==> src/rtl/relu_pkg.sv <==
// Shared ReLU definitions: default data format, backward FSM states and the positive-mask rule.
// Used by both the forward activation and the backward gradient mask.
package relu_pkg;

   localparam int RELU_N = 32;
   localparam int RELU_Q = 15;

   typedef enum logic [1:0] {
      ST_IDLE     = 2'd0,
      ST_CAPTURE  = 2'd1,
      ST_BACKPROP = 2'd2,
      ST_DONE     = 2'd3
   } state_t;

   // Strictly positive: sign clear and not all-zero.
   function automatic logic relu_pos(input logic [RELU_N-1:0] x);
      return ~x[RELU_N-1] & (|x);
   endfunction

endpackage

==> src/rtl/relu_mask_buf.sv <==
// DEPTH x 1 mask store: one synchronous write port and one asynchronous read port.
// Zero read latency, no flow control; the array itself is never reset.
module relu_mask_buf #(
   parameter  int DEPTH = 64,
   localparam int AW    = $clog2(DEPTH)
) (
   input  logic          clk,
   input  logic          i_we,
   input  logic [AW-1:0] i_waddr,
   input  logic          i_wdata,
   input  logic [AW-1:0] i_raddr,
   output logic          o_rdata
);

   logic [DEPTH-1:0] r_mem;

   always_ff @(posedge clk) begin
      if (i_we) begin
         r_mem[i_waddr] <= i_wdata;
      end
   end

   assign o_rdata = r_mem[i_raddr];

endmodule

==> src/rtl/relu_backward_stream.sv <==
// ReLU backward: captures a positive mask per forward element, then passes or zeroes each gradient.
// One cycle gradient-to-output latency; grad_ready drops while a held output is stalled downstream.
module relu_backward_stream
   import relu_pkg::*;
#(
   parameter int Q     = RELU_Q,
   parameter int N     = RELU_N,
   parameter int DEPTH = 64,
   parameter int CNT_W = $clog2(DEPTH) + 1
) (
   input  logic             clk,
   input  logic             rst_n,
   input  logic             start,
   input  logic [CNT_W-1:0] len,
   input  logic             fwd_valid,
   output logic             fwd_ready,
   input  logic [N-1:0]     fwd_x,
   input  logic             grad_valid,
   output logic             grad_ready,
   input  logic [N-1:0]     grad_in,
   output logic             out_valid,
   input  logic             out_ready,
   output logic [N-1:0]     out_grad,
   output logic             busy,
   output logic             done,
   output logic             err_len
);

   localparam int AW = $clog2(DEPTH);

   if (Q < 0 || Q >= N || DEPTH < 2 || (1 << AW) != DEPTH) begin : g_cfg_chk
      $error("relu_backward_stream: illegal Q/N/DEPTH combination");
   end

   state_t           r_state;
   state_t           w_state_nxt;
   logic [CNT_W-1:0] r_len;
   logic [CNT_W-1:0] r_wr_cnt;
   logic [CNT_W-1:0] r_rd_cnt;
   logic             r_out_valid;
   logic [N-1:0]     r_out_grad;
   logic             r_err_len;
   logic             w_len_ok;
   logic             w_start_ok;
   logic             w_fwd_xfer;
   logic             w_grad_xfer;
   logic             w_out_free;
   logic             w_buf_rdata;

   assign w_len_ok    = (len != '0) && (len <= CNT_W'(DEPTH));
   assign w_start_ok  = (r_state == ST_IDLE) && start && w_len_ok;
   assign w_fwd_xfer  = fwd_valid && fwd_ready;
   assign w_grad_xfer = grad_valid && grad_ready;
   // Output slot can take a new load if empty or being drained this cycle.
   assign w_out_free  = !r_out_valid || out_ready;

   always_ff @(posedge clk or negedge rst_n) begin
      if (!rst_n) begin
         r_state <= ST_IDLE;
      end else begin
         r_state <= w_state_nxt;
      end
   end

   always_comb begin
      w_state_nxt = r_state;
      fwd_ready   = 1'b0;
      grad_ready  = 1'b0;
      done        = 1'b0;
      busy        = 1'b1;
      case (r_state)
         ST_IDLE: begin
            busy = 1'b0;
            if (w_start_ok) begin
               w_state_nxt = ST_CAPTURE;
            end
         end
         ST_CAPTURE: begin
            fwd_ready = 1'b1;
            if (fwd_valid && (r_wr_cnt + CNT_W'(1) == r_len)) begin
               w_state_nxt = ST_BACKPROP;
            end
         end
         ST_BACKPROP: begin
            grad_ready = (r_rd_cnt < r_len) && w_out_free;
            if ((r_rd_cnt == r_len) && w_out_free) begin
               w_state_nxt = ST_DONE;
            end
         end
         ST_DONE: begin
            done        = 1'b1;
            w_state_nxt = ST_IDLE;
         end
         default: begin
            w_state_nxt = ST_IDLE;
         end
      endcase
   end

   always_ff @(posedge clk or negedge rst_n) begin
      if (!rst_n) begin
         r_len    <= '0;
         r_wr_cnt <= '0;
         r_rd_cnt <= '0;
      end else begin
         if (w_start_ok) begin
            r_len    <= len;
            r_wr_cnt <= '0;
            r_rd_cnt <= '0;
         end
         if (w_fwd_xfer) begin
            r_wr_cnt <= r_wr_cnt + CNT_W'(1);
         end
         if (w_grad_xfer) begin
            r_rd_cnt <= r_rd_cnt + CNT_W'(1);
         end
      end
   end

   relu_mask_buf #(
      .DEPTH (DEPTH)
   ) u_mask_buf (
      .clk     (clk),
      .i_we    (w_fwd_xfer),
      .i_waddr (r_wr_cnt[AW-1:0]),
      .i_wdata (relu_pos(fwd_x)),
      .i_raddr (r_rd_cnt[AW-1:0]),
      .o_rdata (w_buf_rdata)
   );

   always_ff @(posedge clk or negedge rst_n) begin
      if (!rst_n) begin
         r_out_valid <= 1'b0;
         r_out_grad  <= '0;
         r_err_len   <= 1'b0;
      end else begin
         r_err_len <= (r_state == ST_IDLE) && start && !w_len_ok;
         if (w_grad_xfer) begin
            r_out_valid <= 1'b1;
            r_out_grad  <= w_buf_rdata ? grad_in : '0;
         end else if (out_ready) begin
            r_out_valid <= 1'b0;
         end
      end
   end

   assign out_valid = r_out_valid;
   assign out_grad  = r_out_grad;
   assign err_len   = r_err_len;

endmodule

==> config.mk <==
export PLATFORM = sky130hd
export DESIGN_NAME = relu_backward_stream
export DESIGN_NICKNAME = d
export VERILOG_FILES = /design/src/rtl/relu_pkg.sv /design/src/rtl/relu_mask_buf.sv /design/src/rtl/relu_backward_stream.sv
export SDC_FILE = /design/constraint.sdc
export NUM_CORES = 1
export LEC_CHECK = 0
export ABC_AREA = 1
export BUFFER_PORTS_ARGS = -buffer_cell sky130_fd_sc_hd__buf_2
export CORE_MARGIN = 5
export CORE_UTILIZATION = 53
export CTS_BUF_LIST = sky130_fd_sc_hd__clkbuf_8
export CTS_CLUSTER_SIZE = 28
export DETAILED_ROUTE_END_ITERATION = 8
export HOLD_SLACK_MARGIN = 0.05
export PLACE_DENSITY_LB_ADDON = 0.12
export SLEW_MARGIN = 10
export SYNTH_ARGS = -nofsm -noshare
export SYNTH_HDL_FRONTEND = slang
export SYNTH_HIERARCHICAL = 1
export SYNTH_SLANG_ARGS = --single-unit
==> constraint.sdc <==
create_clock -name clk -period 3 [get_ports clk]
set_clock_uncertainty 0.05 [all_clocks]
set_input_delay 0.15 -clock clk [delete_from_list [all_inputs] [get_ports clk]]
set_output_delay 0.15 -clock clk [all_outputs]
set_load 0.1 [all_outputs]
==> impl_metrics.ini <==
[logic_synthesis]
synth_area_leaders = edfxtp_1 33%, dfrtp_1 24%, nand2_1 12%, nand3_1 6.5%, nor2_1 4.7%
synth_edf_count = 64
synth.cell_area_mm2 = 0.005884
async_flop_share_pct = 47.11
ys_seq_elements = 121
yosys-top-cells-count = 194 x nand2_1, 76 x nand3_1, 73 x nor2_1, 64 x edfxtp_1, 57 x dfrtp_1
synth.top_cell.area_share_pct = 32.66
synth_nets = 745
ys_types = 31
ys.flop_type = edfxtp_1
yosysMostFrequentCell = nand2_1
yosys_warnings = 6
syn_avg_cell_area_um2 = 8.998
synth_top_area_cell = edfxtp_1
ys_seq_area_share_pct = 56.90
syn_inst = 654

[flow_run]
cap_violations = 0

[clock_network]
clockRootBuffer = clkbuf_8
cts_resized = 0
clock_sinks = 121
clock_latency_ps = 430
htree_levels = 4
path_clk_slew_ps = 70
cts_buffers = 17
clock_path_buffers = 2
cts_tree = built

[cells_and_area]
drive_gt1_share_pct = 20.85
antenna_cells = 0
multi_input_area_mm2 = 0.002216
area_delta_synth_final_pct = 24.96
seq_area_mm2 = 0.003348
n_fill_cell = 871
final_nets = 903

[timing]
hold_viol = 0
drv_slew = 0
finalCriticalPeriod_ps = 2580
hold-worst-slack_ps = 98.48
tightest_slew_ps = 723.3
setup_violations = 0
layout_setup_ws_ps = 420.0
rsz0062_at_grt = false
fin_crit_sh_pct = 86.00
fin_setup_tns_ps = 0
fmax_mhz = 387.6
slew_headroom_pct = 51.78

[setup_path]
rr_worst_depth = 12
timing_worst_setup_path_type = flip-flop to flip-flop
rrSetupSlack_ps = 420
crit_cells = 12
critical_path_arrival_ps = 2870
worst_setup_path_start_kind = flip-flop
r2r-end = out_grad[8]$_DFFE_PN0P_
cp_num_buf_inv = 2
cp_slowest_cell = dfrtp_1
r2r-start = r_rd_cnt[0]$_DFFE_PN0P_
end_kind = flip-flop
cp.required_ps = 3290
cp_max_fo = 32
cpLargestDelayFamily = flip-flops
cpMostUsedCell = nand2_1
max_stage_delay_ps = 810
crit_chain = buf_4 > nand2_1 > nand3_1 > nand3_1 > nand2_1 > nand2_1 > nand3_1 > nand3_1 > nand2_1 > buf_4 > nand2_1 > o21ai_0

[worst_hold_path]
holdPathEnd = r_rd_cnt[4]$_DFFE_PN0P_
min_from = grad_valid
hp-class = input pin to flip-flop
hold_depth = 4

[route]
avgRoutedWirePerCell_um = 15.38
drtPass1Iterations = 5
vias = 5117
drc = 0
antenna_left = 0
drt_wl_total_um = 14840
vias_per_cell = 5.303
drt-initial-drc-count = 332

[die]
die_w_um = 115.4
rows = 38
io_pins = 115
initial_utilization_pct = 54.28
fp.dieArea_mm2 = 0.01331
core_area_mm2 = 0.01084
die_height_um = 115.4

[power_and_ir_drop]
pwr_density_cell_mw_per_mm2 = 1011
irDropWorstVdd_mv = 0.9963
leakage_uw = 0.003283

[global_route]
grt_use_total_pct = 23.48
antenna_found_initial = 0
overflow = 0
grt_pass1_wl_um = 24430
grt_pass1_vias = 5183
grt_start_max_net_pins = 65

[place]
dp_hpwl_um = 9488
numPortBuffers = 114
gp_congestion = 0.8599
place_ws_ps = 404.9

[run_status]
status = finished clean
[flip-flops by register name, indices dropped and copies added, names as in the netlist]
signal            count
r_state               2
r_rd_cnt              7
r_wr_cnt              7
r_len                 7
out_grad             32
err_len               1
u_mask_buf/r_mem     64
out_valid             1
[power breakdown]
part           internal [µW]  total [µW]  switching (µW)
Sequential              2040        2370             329
Clock                    730        1410             676
Combinational            835        3660            2830
Total                   3600        7440            3830
[per-layer routing]
metal	vias to the layer above	part of all wire (%)	routed length (µm)	GRT usage (%)
li1	2517	-	-	-
met1	2392	41	6071	29.43
met2	171	51	7509	39.12
met3	37	5.9	878	6.158
met4	0	2.6	384	8.998
met5	-	0	0	0
[logic make-up (layout without fill, tap and decap cells)]
kind of cell               Yosys count  in the layout  synth area share, %
AOI/OAI and AO/OA                   60             60                5.550
xor gates and xnor gates             6              6               0.8930
adders and majority gates           14             14                2.977
buffers and inverters               69            240                5.698
DFF                                121            121                56.90
muxes                                2              2               0.3827
and+or+nand+nor                    382            382                27.60
[placed cells by master, fill, tap and decap left out, drive strengths merged]
cell type and instances:
nand2 201, buf 122, nand3 76, nor2 74
edfxtp 64, dfrtp 57, inv 51, dlygate4sd3 43
o21ai 43, clkbuf 20, nor4 15, ha 14
nand4 11, o22ai 7, a21oi 7, xor2 5
nor3 3, mux2 2, a31oi 2, clkinv 2
and2 1, or2 1, xnor2 1, a22o 1
clkinvlp 1, bufinv 1
[worst reg2reg max path, stage by stage, from the launching register on]
cell and delay [ps]:
dfrtp_1 810, buf_4 360, nand2_1 80, nand3_1 90
nand3_1 90, nand2_1 80, nand2_1 50, nand3_1 80
nand3_1 70, nand2_1 100, buf_4 310, nand2_1 110
o21ai_0 200
[stage by stage]
step	utilization (%)	area [µm²]	cells	power [µW]
after floorplan	-	5884	654	5265
after global placement	60.32	6539	890	5897
after detailed placement	60.32	6539	890	5969
after CTS	67.83	7353	965	7425
after global routing	67.83	7353	965	7924
final	67.83	7353	965	7436
[cell type report]
cell class              count  share of cell area, %
flip-flops and latches    121                  45.53
repair buffers            165                  14.43
clock inverters            12                  1.480
well taps                 140                  2.382
clock buffers              20                  3.743
inverters                  43                  2.297
multi-input cells         464                  30.13
[worst max path at each step]
| stage | from | to | slack, ps |
|---|---|---|---|
| 2_1_floorplan | fwd_x[18] | u_mask_buf/r_mem[0]$_DFFE_PP_ | 190 |
| 3_3_place_gp | r_rd_cnt[0]$_DFFE_PN0P_ | r_rd_cnt[1]$_DFFE_PN0P_ | 590 |
| 3_5_place_dp | r_rd_cnt[0]$_DFFE_PN0P_ | out_grad[8]$_DFFE_PN0P_ | 400 |
| 4_1_cts | r_rd_cnt[0]$_DFFE_PN0P_ | out_grad[8]$_DFFE_PN0P_ | 420 |
| 5_1_grt | r_rd_cnt[0]$_DFFE_PN0P_ | out_grad[8]$_DFFE_PN0P_ | 100 |
| 6_report | r_rd_cnt[0]$_DFFE_PN0P_ | out_grad[8]$_DFFE_PN0P_ | 420 |
[timing repair]
action,CTS,global route
setup buffers,0,0
endpoints found under the hold margin,59,0
hold buffers,43,0
(Power assumes the default switching activity.)
